`src/rtl/display_reg_bank.sv`:
```
// display_reg_bank: frame-coherent register bank between the clock/date/timer
// writers and the VGA pointer block. Writes land in a shadow bank; a
// FrameSync with pending data copies the whole shadow bank into the active
// bank in one cycle, so the reader never sees a half-updated time.
module display_reg_bank #(
   parameter int unsigned NREGS = 13,
   parameter int unsigned ERRW  = 8
) (
   input  logic            CLK,
   input  logic            RESET,
   input  logic            WrValid,
   output logic            WrReady,
   input  logic [3:0]      WrAddr,
   input  logic [7:0]      WrData,
   input  logic            FrameSync,
   input  logic [3:0]      MemAddrIN,
   output logic [7:0]      MemDataIN,
   output logic            Dirty,
   output logic            CommitPulse,
   output logic [ERRW-1:0] ErrCnt
);

   typedef enum logic {
      S_IDLE,
      S_COMMIT
   } state_e;

   localparam logic [4:0] NREGS_W = 5'(NREGS);

   state_e          state_q, state_d;
   logic            ready_en_q;
   logic [7:0]      shadow_q [NREGS];
   logic [7:0]      active_q [NREGS];
   logic            dirty_q, dirty_d;
   logic [ERRW-1:0] err_q, err_d;
   logic [7:0]      rdata_q, rdata_d;
   logic            hs;
   logic            wr_ok;
   logic [7:0]      wr_val;

   // Classify the presented write and form the value actually stored
   always_comb begin
      wr_ok  = 1'b0;
      wr_val = WrData;
      case (WrAddr)
         4'd1, 4'd2, 4'd3, 4'd4, 4'd5, 4'd6, 4'd7, 4'd8, 4'd9:
            wr_ok = (WrData[7:4] <= 4'd9) && (WrData[3:0] <= 4'd9);
         4'd10, 4'd11: begin
            wr_ok  = 1'b1;
            wr_val = {7'b0, WrData[0]};
         end
         4'd12:
            wr_ok = (WrData <= 8'd9);
         default:
            wr_ok = 1'b0;
      endcase
   end

   assign hs = WrValid && WrReady;

   // State register; ready_en_q holds WrReady low until the first edge after reset
   always_ff @(posedge CLK or negedge RESET) begin
      if (!RESET) begin
         state_q    <= S_IDLE;
         ready_en_q <= 1'b0;
      end else begin
         state_q    <= state_d;
         ready_en_q <= 1'b1;
      end
   end

   // Next state: commit on FrameSync when shadow is dirty or becomes dirty this cycle
   always_comb begin
      state_d = state_q;
      case (state_q)
         S_IDLE:   if (FrameSync && (dirty_q || (hs && wr_ok))) state_d = S_COMMIT;
         S_COMMIT: state_d = S_IDLE;
         default:  state_d = S_IDLE;
      endcase
   end

   // State-decoded outputs
   always_comb begin
      WrReady     = ready_en_q && (state_q == S_IDLE);
      CommitPulse = (state_q == S_COMMIT);
   end

   // Dirty flag and saturating reject counter next-state
   always_comb begin
      dirty_d = dirty_q;
      err_d   = err_q;
      if (state_q == S_COMMIT) begin
         dirty_d = 1'b0;
      end else if (hs && wr_ok) begin
         dirty_d = 1'b1;
      end
      if (hs && !wr_ok && (err_q != '1)) begin
         err_d = err_q + 1'b1;
      end
   end

   // Dirty flag and reject counter registers
   always_ff @(posedge CLK or negedge RESET) begin
      if (!RESET) begin
         dirty_q <= 1'b0;
         err_q   <= '0;
      end else begin
         dirty_q <= dirty_d;
         err_q   <= err_d;
      end
   end

   // Shadow bank: accepts valid writes; stable during COMMIT since WrReady is low
   always_ff @(posedge CLK or negedge RESET) begin
      if (!RESET) begin
         for (int unsigned i = 0; i < NREGS; i++) shadow_q[i] <= '0;
      end else if (hs && wr_ok) begin
         shadow_q[WrAddr] <= wr_val;
      end
   end

   // Active bank: whole-bank copy at the end of the COMMIT cycle
   always_ff @(posedge CLK or negedge RESET) begin
      if (!RESET) begin
         for (int unsigned i = 0; i < NREGS; i++) active_q[i] <= '0;
      end else if (state_q == S_COMMIT) begin
         for (int unsigned i = 0; i < NREGS; i++) active_q[i] <= shadow_q[i];
      end
   end

   // Read mux: reserved addresses return zero
   always_comb begin
      rdata_d = '0;
      if ((MemAddrIN != 4'd0) && ({1'b0, MemAddrIN} < NREGS_W)) begin
         rdata_d = active_q[MemAddrIN];
      end
   end

   // Registered read data
   always_ff @(posedge CLK or negedge RESET) begin
      if (!RESET) rdata_q <= '0;
      else        rdata_q <= rdata_d;
   end

   assign MemDataIN = rdata_q;
   assign Dirty     = dirty_q;
   assign ErrCnt    = err_q;

endmodule

```
`config.mk`:
```
export PLATFORM = sky130hd
export DESIGN_NAME = display_reg_bank
export DESIGN_NICKNAME = d
export VERILOG_FILES = /design/src/rtl/display_reg_bank.sv
export SDC_FILE = /design/constraint.sdc
export NUM_CORES = 1
export LEC_CHECK = 0
export CAP_MARGIN = 25
export CORE_MARGIN = 3
export CORE_UTILIZATION = 39
export DETAILED_ROUTE_END_ITERATION = 16
export SYNTH_ARGS = -nofsm -noshare
export SYNTH_HDL_FRONTEND = slang
export SYNTH_SLANG_ARGS = --single-unit
export TNS_END_PERCENT = 10
```
`constraint.sdc`:
```
create_clock -name CLK -period 2.1 [get_ports CLK]
set_input_delay 0.42 -clock CLK [delete_from_list [all_inputs] [get_ports CLK]]
set_output_delay 0.42 -clock CLK [all_outputs]
set_load 0.01 [all_outputs]
```
# Yosys cells after proc, flatten, opt, wreduce, memory -nomap -nowiden

Index checks and enable logic that the tools add are counted.

Bits in registers: 227
Bits of input ports: 20
Output and inout bits: 19
Logic and storage cells: 83

Add/sub/neg operators: 1
$lt $le $gt $ge: 7
Eq/ne operators: 13
Multiplexer cells: 13
Bitwise operators: 3
Reduce and logical (&&, ||, !) cells: 15

Operators by type and width:

| operator            | number |
|---|---|
| $bwmux 104          | 1 |
| $mux 8              | 5 |
| $bmux 8 s4          | 1 |
| $demux 8 s4         | 1 |
| $eq 4x4->1 const B  | 5 |
| $eq 4x3->1 const B  | 4 |
| $ge 5x5->1 const B  | 2 |
| $not 4->5           | 2 |
| $logic_and 1x1->1   | 9 |
| $reduce_or 9->1     | 1 |
| $add 8x1->8 const B | 1 |
| $eq 4x2->1 const B  | 2 |
| $le 4x4->1 const B  | 2 |
| $le 8x4->1 const B  | 1 |
| $ne 8x8->1 const B  | 1 |
| $lt 5x1->1 const B  | 1 |
| $eq 4x1->1 const B  | 1 |
| $lt 4x4->1 const B  | 1 |
| $reduce_bool 4->1   | 1 |
| $mux 1              | 3 |
| $pmux 1 s3          | 1 |
| $pmux 1 s2          | 1 |
| $reduce_bool 2->1   | 1 |
| $reduce_or 2->1     | 1 |
| 3 further kinds     | 3 |

# Logic depth before layout (Yosys ltp)

Gate-level depths: netlist of the first run.

Depth after elaboration: 8
Gate-level depth with buffers: 8
Depth with buffers taken out: 6

# Least setup slack after synthesis of the first run

OpenSTA, ideal clock, no wires.

Path kind: in2reg
From: input WrAddr[0]
To: register shadow_q[40] (netlist name)
Library setup time: 125 ps
Data arrival time: 2229 ps
Required time: 1975 ps
Slack: -255 ps
Cell stages on the path: 8
Path buffers: 3
Cell sequence: or2_1 clkbuf_4 mux2i_1 a211o_1 buf_6 or4_4 buf_6 mux2_4

Word-level cells in the longest chain between the ends: 6
Elaborated cells on any way between the ends: 23
Classes of those cells: order compare (2); eq/ne (12); mux (4); bitwise (1); reduce/logical (4)

Ends and longest elaborated chain:

| item                                                                  | RTL line | source |
|---|---|---|
| start: declaration                                                    | 13       | `input logic [3:0] WrAddr,` |
| $not 4->5 (implied by the code)                                       | 118      | `shadow_q[WrAddr] <= wr_val;` |
| $ge 5x5->1 (implied by the code) / $lt 5x1->1 (equally long branches) | 118      |  |
| $logic_and 1x1->1 (implied by the code)                               | 118      |  |
| $mux 8 (implied by the code)                                          | 118      |  |
| $demux 8 s4                                                           | 118      |  |
| $bwmux 104                                                            | 118      |  |
| end signal: indexed assignment                                        | 118      |  |
| end: declaration                                                      | 32       | `logic [7:0] shadow_q [NREGS];` |

Several ways; a longest one is shown, not always the timed one.
A chain may end at the register's enable or synchronous reset.

# Worst setup path after layout of the first run

From: input WrData[2]
To: register shadow_q[71] (netlist name)

Word-level cells in the longest chain between the ends: 4
Elaborated cells on any way between the ends: 5
Classes of those cells: order compare (2); mux (1); reduce/logical (2)

Ends and longest elaborated chain:

| item                                                               | RTL line | source |
|---|---|---|
| start: declaration                                                 | 14       | `input logic [7:0] WrData,` |
| parallel branches: the longest is 2 deep, another holds $le 8x4->1 | -        |  |
| $pmux 1 s3 (*)                                                     | 45       | `case (WrAddr)` |
| $logic_and 1x1->1 (*)                                              | 117      | `end else if (hs && wr_ok) begin` |

Mark *: on every way between the ends.

==> impl_results.html, run 1 <==
<table>
<tr><th>Metric</th><th>Value</th></tr>
<tr><th colspan="2">Route</th></tr>
<tr><td>Post-route antenna net violation count</td><td>0</td></tr>
<tr><td>Initial DRT Pass Iterations</td><td>4</td></tr>
<tr><td>DRT iter0 DRCs</td><td>337</td></tr>
<tr><td>Via count</td><td>5423</td></tr>
<tr><td>Final routed wire length divided by cell count</td><td>19.8 µm</td></tr>
<tr><td>Post-detailed-route via-to-cell ratio</td><td>5.15</td></tr>
<tr><td>Detailed-route wire length</td><td>20800 µm</td></tr>
<tr><td># DRC</td><td>0</td></tr>
<tr><th colspan="2">Critical path</th></tr>
<tr><td>Type of destination of the critical path</td><td>flop</td></tr>
<tr><td>Startpoint kind of the worst setup timing path</td><td>input pin</td></tr>
<tr><td>Register-to-Register Path Depth</td><td>6</td></tr>
<tr><td>Ordered list of cells on the worst path</td><td>clkdlybuf4s50_1 &gt; o21ai_1 &gt; nand2_1 &gt; a211o_4 &gt; or4_4 &gt; buf_6 &gt; mux2_4</td></tr>
<tr><td>Biggest fanout along the worst timing path</td><td>8</td></tr>
<tr><td>Data required time of the critical path</td><td>2.49 ns</td></tr>
<tr><td>Type of the setup path with the least slack</td><td>input pin to flop</td></tr>
<tr><td>Arrival time worst endpoint</td><td>2.43 ns</td></tr>
<tr><td>R2R Setup Slk</td><td>0.12 ns</td></tr>
<tr><td>Reg-to-reg endpoint</td><td>shadow_q[8]</td></tr>
<tr><td>Reg2reg start</td><td>CommitPulse</td></tr>
<tr><td>Largest incremental delay on the critical path</td><td>0.49 ns</td></tr>
<tr><td>Slowest library cell on the worst path</td><td>sky130_fd_sc_hd__or4_4</td></tr>
<tr><th colspan="2">Power and ir drop</th></tr>
<tr><td>Total power after layout</td><td>12.5 mW</td></tr>
<tr><td>Leakage power</td><td>5.69 nW</td></tr>
<tr><td>Power density cells</td><td>1070 nW/µm²</td></tr>
<tr><td>Max VDD drop</td><td>0.597 mV</td></tr>
<tr><th colspan="2">Clock network</th></tr>
<tr><td>Clock Sinks</td><td>227</td></tr>
<tr><td>Clock buffer depth</td><td>3</td></tr>
<tr><td>Total number of H-tree levels</td><td>1</td></tr>
<tr><td>Root buffer cell</td><td>sky130_fd_sc_hd__clkbuf_16</td></tr>
<tr><td>Total clock buffers created by CTS</td><td>25</td></tr>
<tr><td>Clock network latency to the later pin of the worst-skew pair</td><td>0.52 ns</td></tr>
<tr><td>Clock-pin slew on the worst setup and hold paths</td><td>0.06 ns</td></tr>
<tr><td>CTS tree</td><td>yes</td></tr>
<tr><th colspan="2">Finish</th></tr>
<tr><td>Final cell area excluding filler cells</td><td>11700 µm²</td></tr>
<tr><td>Final Net Count</td><td>737</td></tr>
<tr><td>Fillers</td><td>2082</td></tr>
<tr><td>Share of cells above drive strength 1</td><td>44.5%</td></tr>
<tr><td>Synthesis-to-finish area growth</td><td>22.3%</td></tr>
<tr><td>Antenna Diode Count</td><td>0</td></tr>
<tr><th colspan="2">STA</th></tr>
<tr><td>Count of pins over their slew limit</td><td>0</td></tr>
<tr><td>Setup violation total in the final timing report</td><td>0</td></tr>
<tr><td>Final Hold Viols</td><td>0</td></tr>
<tr><td>Upper clock frequency limit</td><td>490 MHz</td></tr>
<tr><td>Slew headroom</td><td>44.8%</td></tr>
<tr><td>Portion of the clock cycle consumed by the worst path in the final layout</td><td>97.1%</td></tr>
<tr><td>Final critical delay including setup and external delays</td><td>2.04 ns</td></tr>
<tr><td>Hold slack</td><td>0.371 ns</td></tr>
<tr><td>Worst-case clock skew</td><td>0.0182 ns</td></tr>
<tr><td>Setup repair after global routing missed its margin</td><td>false</td></tr>
<tr><td>Pin slew with the least headroom to its limit</td><td>0.827 ns</td></tr>
<tr><th colspan="2">Placed design</th></tr>
<tr><td>Global placer's final weighted congestion</td><td>0.821</td></tr>
<tr><td>Placed Instance Area</td><td>10700 µm²</td></tr>
<tr><td>HPWL after detailed placement</td><td>14100 µm</td></tr>
<tr><td>Number of buffers inserted by port buffering</td><td>38</td></tr>
<tr><th colspan="2">Floorplanning</th></tr>
<tr><td>Die X</td><td>163 µm</td></tr>
<tr><td>Ports</td><td>39</td></tr>
<tr><td>Initial core utilization</td><td>40.3%</td></tr>
<tr><td>Number of rows created at floorplan</td><td>56</td></tr>
<tr><td>Die Y</td><td>163 µm</td></tr>
<tr><td>Overall die area</td><td>26500 µm²</td></tr>
<tr><td>Core region area</td><td>23800 µm²</td></tr>
<tr><th colspan="2">Logic synthesis</th></tr>
<tr><td>Share of the synthesized area in the top cell type</td><td>59.2%</td></tr>
<tr><td>Dominant cell by count in the synthesized netlist</td><td>sky130_fd_sc_hd__dfrtp_1</td></tr>
<tr><td>Instance count of the mapped netlist</td><td>639</td></tr>
<tr><td>Commonest cells post-synth</td><td>sky130_fd_sc_hd__dfrtp_1, sky130_fd_sc_hd__mux2_2, sky130_fd_sc_hd__clkbuf_1</td></tr>
<tr><td>Synth Flop Type</td><td>sky130_fd_sc_hd__dfrtp_1</td></tr>
<tr><td>Sequential area share after synthesis</td><td>59.2%</td></tr>
<tr><td>Number of enable-type register cells in the synthesized netlist</td><td>0</td></tr>
<tr><td>Mapped cell area</td><td>9590 µm²</td></tr>
<tr><td>Fraction of registers with async set/reset</td><td>100%</td></tr>
<tr><td>Total nets after synthesis</td><td>660</td></tr>
<tr><td>Area contributors post-synth</td><td>sky130_fd_sc_hd__dfrtp_1, sky130_fd_sc_hd__mux2_2, sky130_fd_sc_hd__mux2_4, sky130_fd_sc_hd__mux4_2, sky130_fd_sc_hd__mux2i_1</td></tr>
<tr><td>Average instance area after synthesis</td><td>15.0 µm²</td></tr>
<tr><td>Synth Warn #</td><td>0</td></tr>
<tr><td>Cell type with the largest total area after synthesis</td><td>sky130_fd_sc_hd__dfrtp_1</td></tr>
<tr><td>Number of distinct library cells after synthesis</td><td>41</td></tr>
<tr><td>Synthesis-stage register bit count</td><td>227</td></tr>
<tr><th colspan="2">Run</th></tr>
<tr><td>Number of max-cap violations</td><td>0</td></tr>
<tr><th colspan="2">GRT</th></tr>
<tr><td>Overflow left after global routing</td><td>0</td></tr>
<tr><td>Pin count of the biggest net entering global routing</td><td>61</td></tr>
<tr><td>Via count of the first global-routing pass</td><td>6034</td></tr>
<tr><td>First-pass GRT wire length</td><td>34200 µm</td></tr>
<tr><td>Tot GR Track Use</td><td>16.2%</td></tr>
<tr><td>Antenna violations before repair</td><td>0</td></tr>
<tr><th colspan="2">Min path</th></tr>
<tr><td>Hold Startpoint</td><td>shadow_q[98]</td></tr>
<tr><td>Worst hold path endpoint</td><td>shadow_q[98]</td></tr>
<tr><td>Class of the worst hold path</td><td>flop to flop</td></tr>
<tr><td>Number of cells on the worst hold path</td><td>0</td></tr>
<tr><th colspan="2">Run status</th></tr>
<tr><td>Result of the run</td><td>finished, final reports clean</td></tr>
</table>
==> cells in the final DEF, fill, tap and decap left out, types with 3 or more instances in the layout <==
cell type,Yosys,routed
sky130_fd_sc_hd__nand2b_1,5,5
sky130_fd_sc_hd__nor2_1,13,13
sky130_fd_sc_hd__and2_1,9,9
sky130_fd_sc_hd__nor2b_1,20,19
sky130_fd_sc_hd__nor4_4,6,6
sky130_fd_sc_hd__a21boi_0,8,8
sky130_fd_sc_hd__nand2_1,7,6
sky130_fd_sc_hd__or4_4,1,4
sky130_fd_sc_hd__dfrtp_1,227,226
sky130_fd_sc_hd__nand3_1,10,10
sky130_fd_sc_hd__nand4_1,5,5
sky130_fd_sc_hd__bufinv_16,0,5
sky130_fd_sc_hd__clkbuf_8,0,4
sky130_fd_sc_hd__or2_2,4,4
sky130_fd_sc_hd__mux4_2,16,16
sky130_fd_sc_hd__mux2i_1,17,17
sky130_fd_sc_hd__clkbuf_16,0,25
sky130_fd_sc_hd__buf_6,3,5
sky130_fd_sc_hd__dlygate4sd2_1,0,8
sky130_fd_sc_hd__clkinv_2,0,6
sky130_fd_sc_hd__clkbuf_1,35,3
sky130_fd_sc_hd__xnor2_1,4,4
sky130_fd_sc_hd__mux2_4,32,33
sky130_fd_sc_hd__clkdlybuf4s50_1,0,27
sky130_fd_sc_hd__o22ai_1,16,16
sky130_fd_sc_hd__buf_4,3,43
sky130_fd_sc_hd__o21ai_0,10,9
sky130_fd_sc_hd__a21oi_1,8,8
sky130_fd_sc_hd__buf_12,0,14
sky130_fd_sc_hd__mux2_2,153,152
==> repair_timing <==
| item | 4_1_cts | 5_1_grt |
|---|---|---|
| pin swaps | 3 | 5 |
| gates cloned | 0 | 0 |
| setup endpoints to repair | 75 | 73 |
| resized for setup | 19 | 11 |
| hold buffers | 1 | 0 |
| setup buffers | 2 | 0 |
| endpoints found under the hold margin | 49 | 0 |
==> metal layers <==
metal | wire length [µm] | GRT usage [%] | up-vias
li1 | - | - | 2428
met1 | 9980 | 24.1 | 2850
met2 | 9570 | 25.2 | 105
met3 | 713 | 2.39 | 40
met4 | 539 | 4.42 | 0
met5 | 0 | 0 | -
==> per-stage QoR <==
step,utilization (%),worst slack (ns),instances,setup TNS (ns)
detailed placement,45.1,-0.694,1005,-53.75
floorplan,-,-0.255,639,-15.16
global route,49.2,0.00354,1052,0
global placement,45.1,-0.656,1005,-52.60
finish,49.2,0.0599,1052,0
CTS,49.1,0.00411,1052,0
==> cell type report <==
class | instances | area, µm² | area share [%]
Sequential cell | 227 | 5680 | 48.5
Multi-Input combinational cell | 360 | 3710 | 31.7
Timing Repair Buffer | 101 | 1040 | 8.89
Clock buffer | 32 | 692 | 5.90
Tap cell | 319 | 399 | 3.40
Clock inverter | 12 | 189 | 1.61
Inverter | 1 | 3.75 | 0.0320
==> logic make-up after synthesis <==
kind of cell,Yosys count,share of synthesized area [%]
AND/OR/NAND/NOR,90,6.30
XOR/XNOR,5,0.457
AO/OA/AOI/OAI,45,2.88
flip-flops,227,59.2
multiplexers,218,28.5
buffers and inverters,52,2.45
other,1,0.0391
adder cells (fa/ha/maj),1,0.130
==> report_power, final <==
part / switching, mW / total (mW) / internal, mW / leakage, nW
Sequential: 0.455 / 5.59 / 5.14 / 3.10
Clock: 1.75 / 4.68 / 2.93 / 0.439
Combinational: 0.942 / 2.22 / 1.28 / 2.15
Total: 3.15 / 12.5 / 9.35 / 5.69
==> how the worst max path moves through the flow <==
stage / cells after the start / to / start / slack, ns
floorplan: 8 / shadow_q[40] / WrAddr[0] / -0.25
global placement: 8 / shadow_q[57] / WrData[5] / -0.66
detailed placement: 8 / shadow_q[57] / WrData[4] / -0.69
CTS: 8 / shadow_q[87] / WrData[7] / 0.004
global route: 8 / shadow_q[32] / WrData[2] / 0.004
finish: 7 / shadow_q[71] / WrData[2] / 0.06
==> flip-flops by register name, indices dropped and copies added (netlist names) <==
signal       count
ready_en_q       1
active_q       104
CommitPulse      1
ErrCnt           8
shadow_q       104
MemDataIN        8
Dirty            1
==> worst max-delay path, delay by kind of cell <==
kind	cells	cell delay [ns]
buffers and inverters	2	0.60
AND/OR/NAND/NOR	2	0.57
AO/OA/AOI/OAI	2	0.53
multiplexers	1	0.30
No activity file was read; power rests on OpenSTA's default activity.
==> run 2, diff against run 1 <==
--- a/config.mk
+++ b/config.mk
@@ -9,6 +9,7 @@
 export CORE_MARGIN = 3
 export CORE_UTILIZATION = 39
 export DETAILED_ROUTE_END_ITERATION = 16
+export SLEW_MARGIN = 20
 export SYNTH_ARGS = -nofsm -noshare
 export SYNTH_HDL_FRONTEND = slang
 export SYNTH_SLANG_ARGS = --single-unit
==> results of run 2 <==
Same layout as run 1: the final DEF is identical, and so are final timing and power.
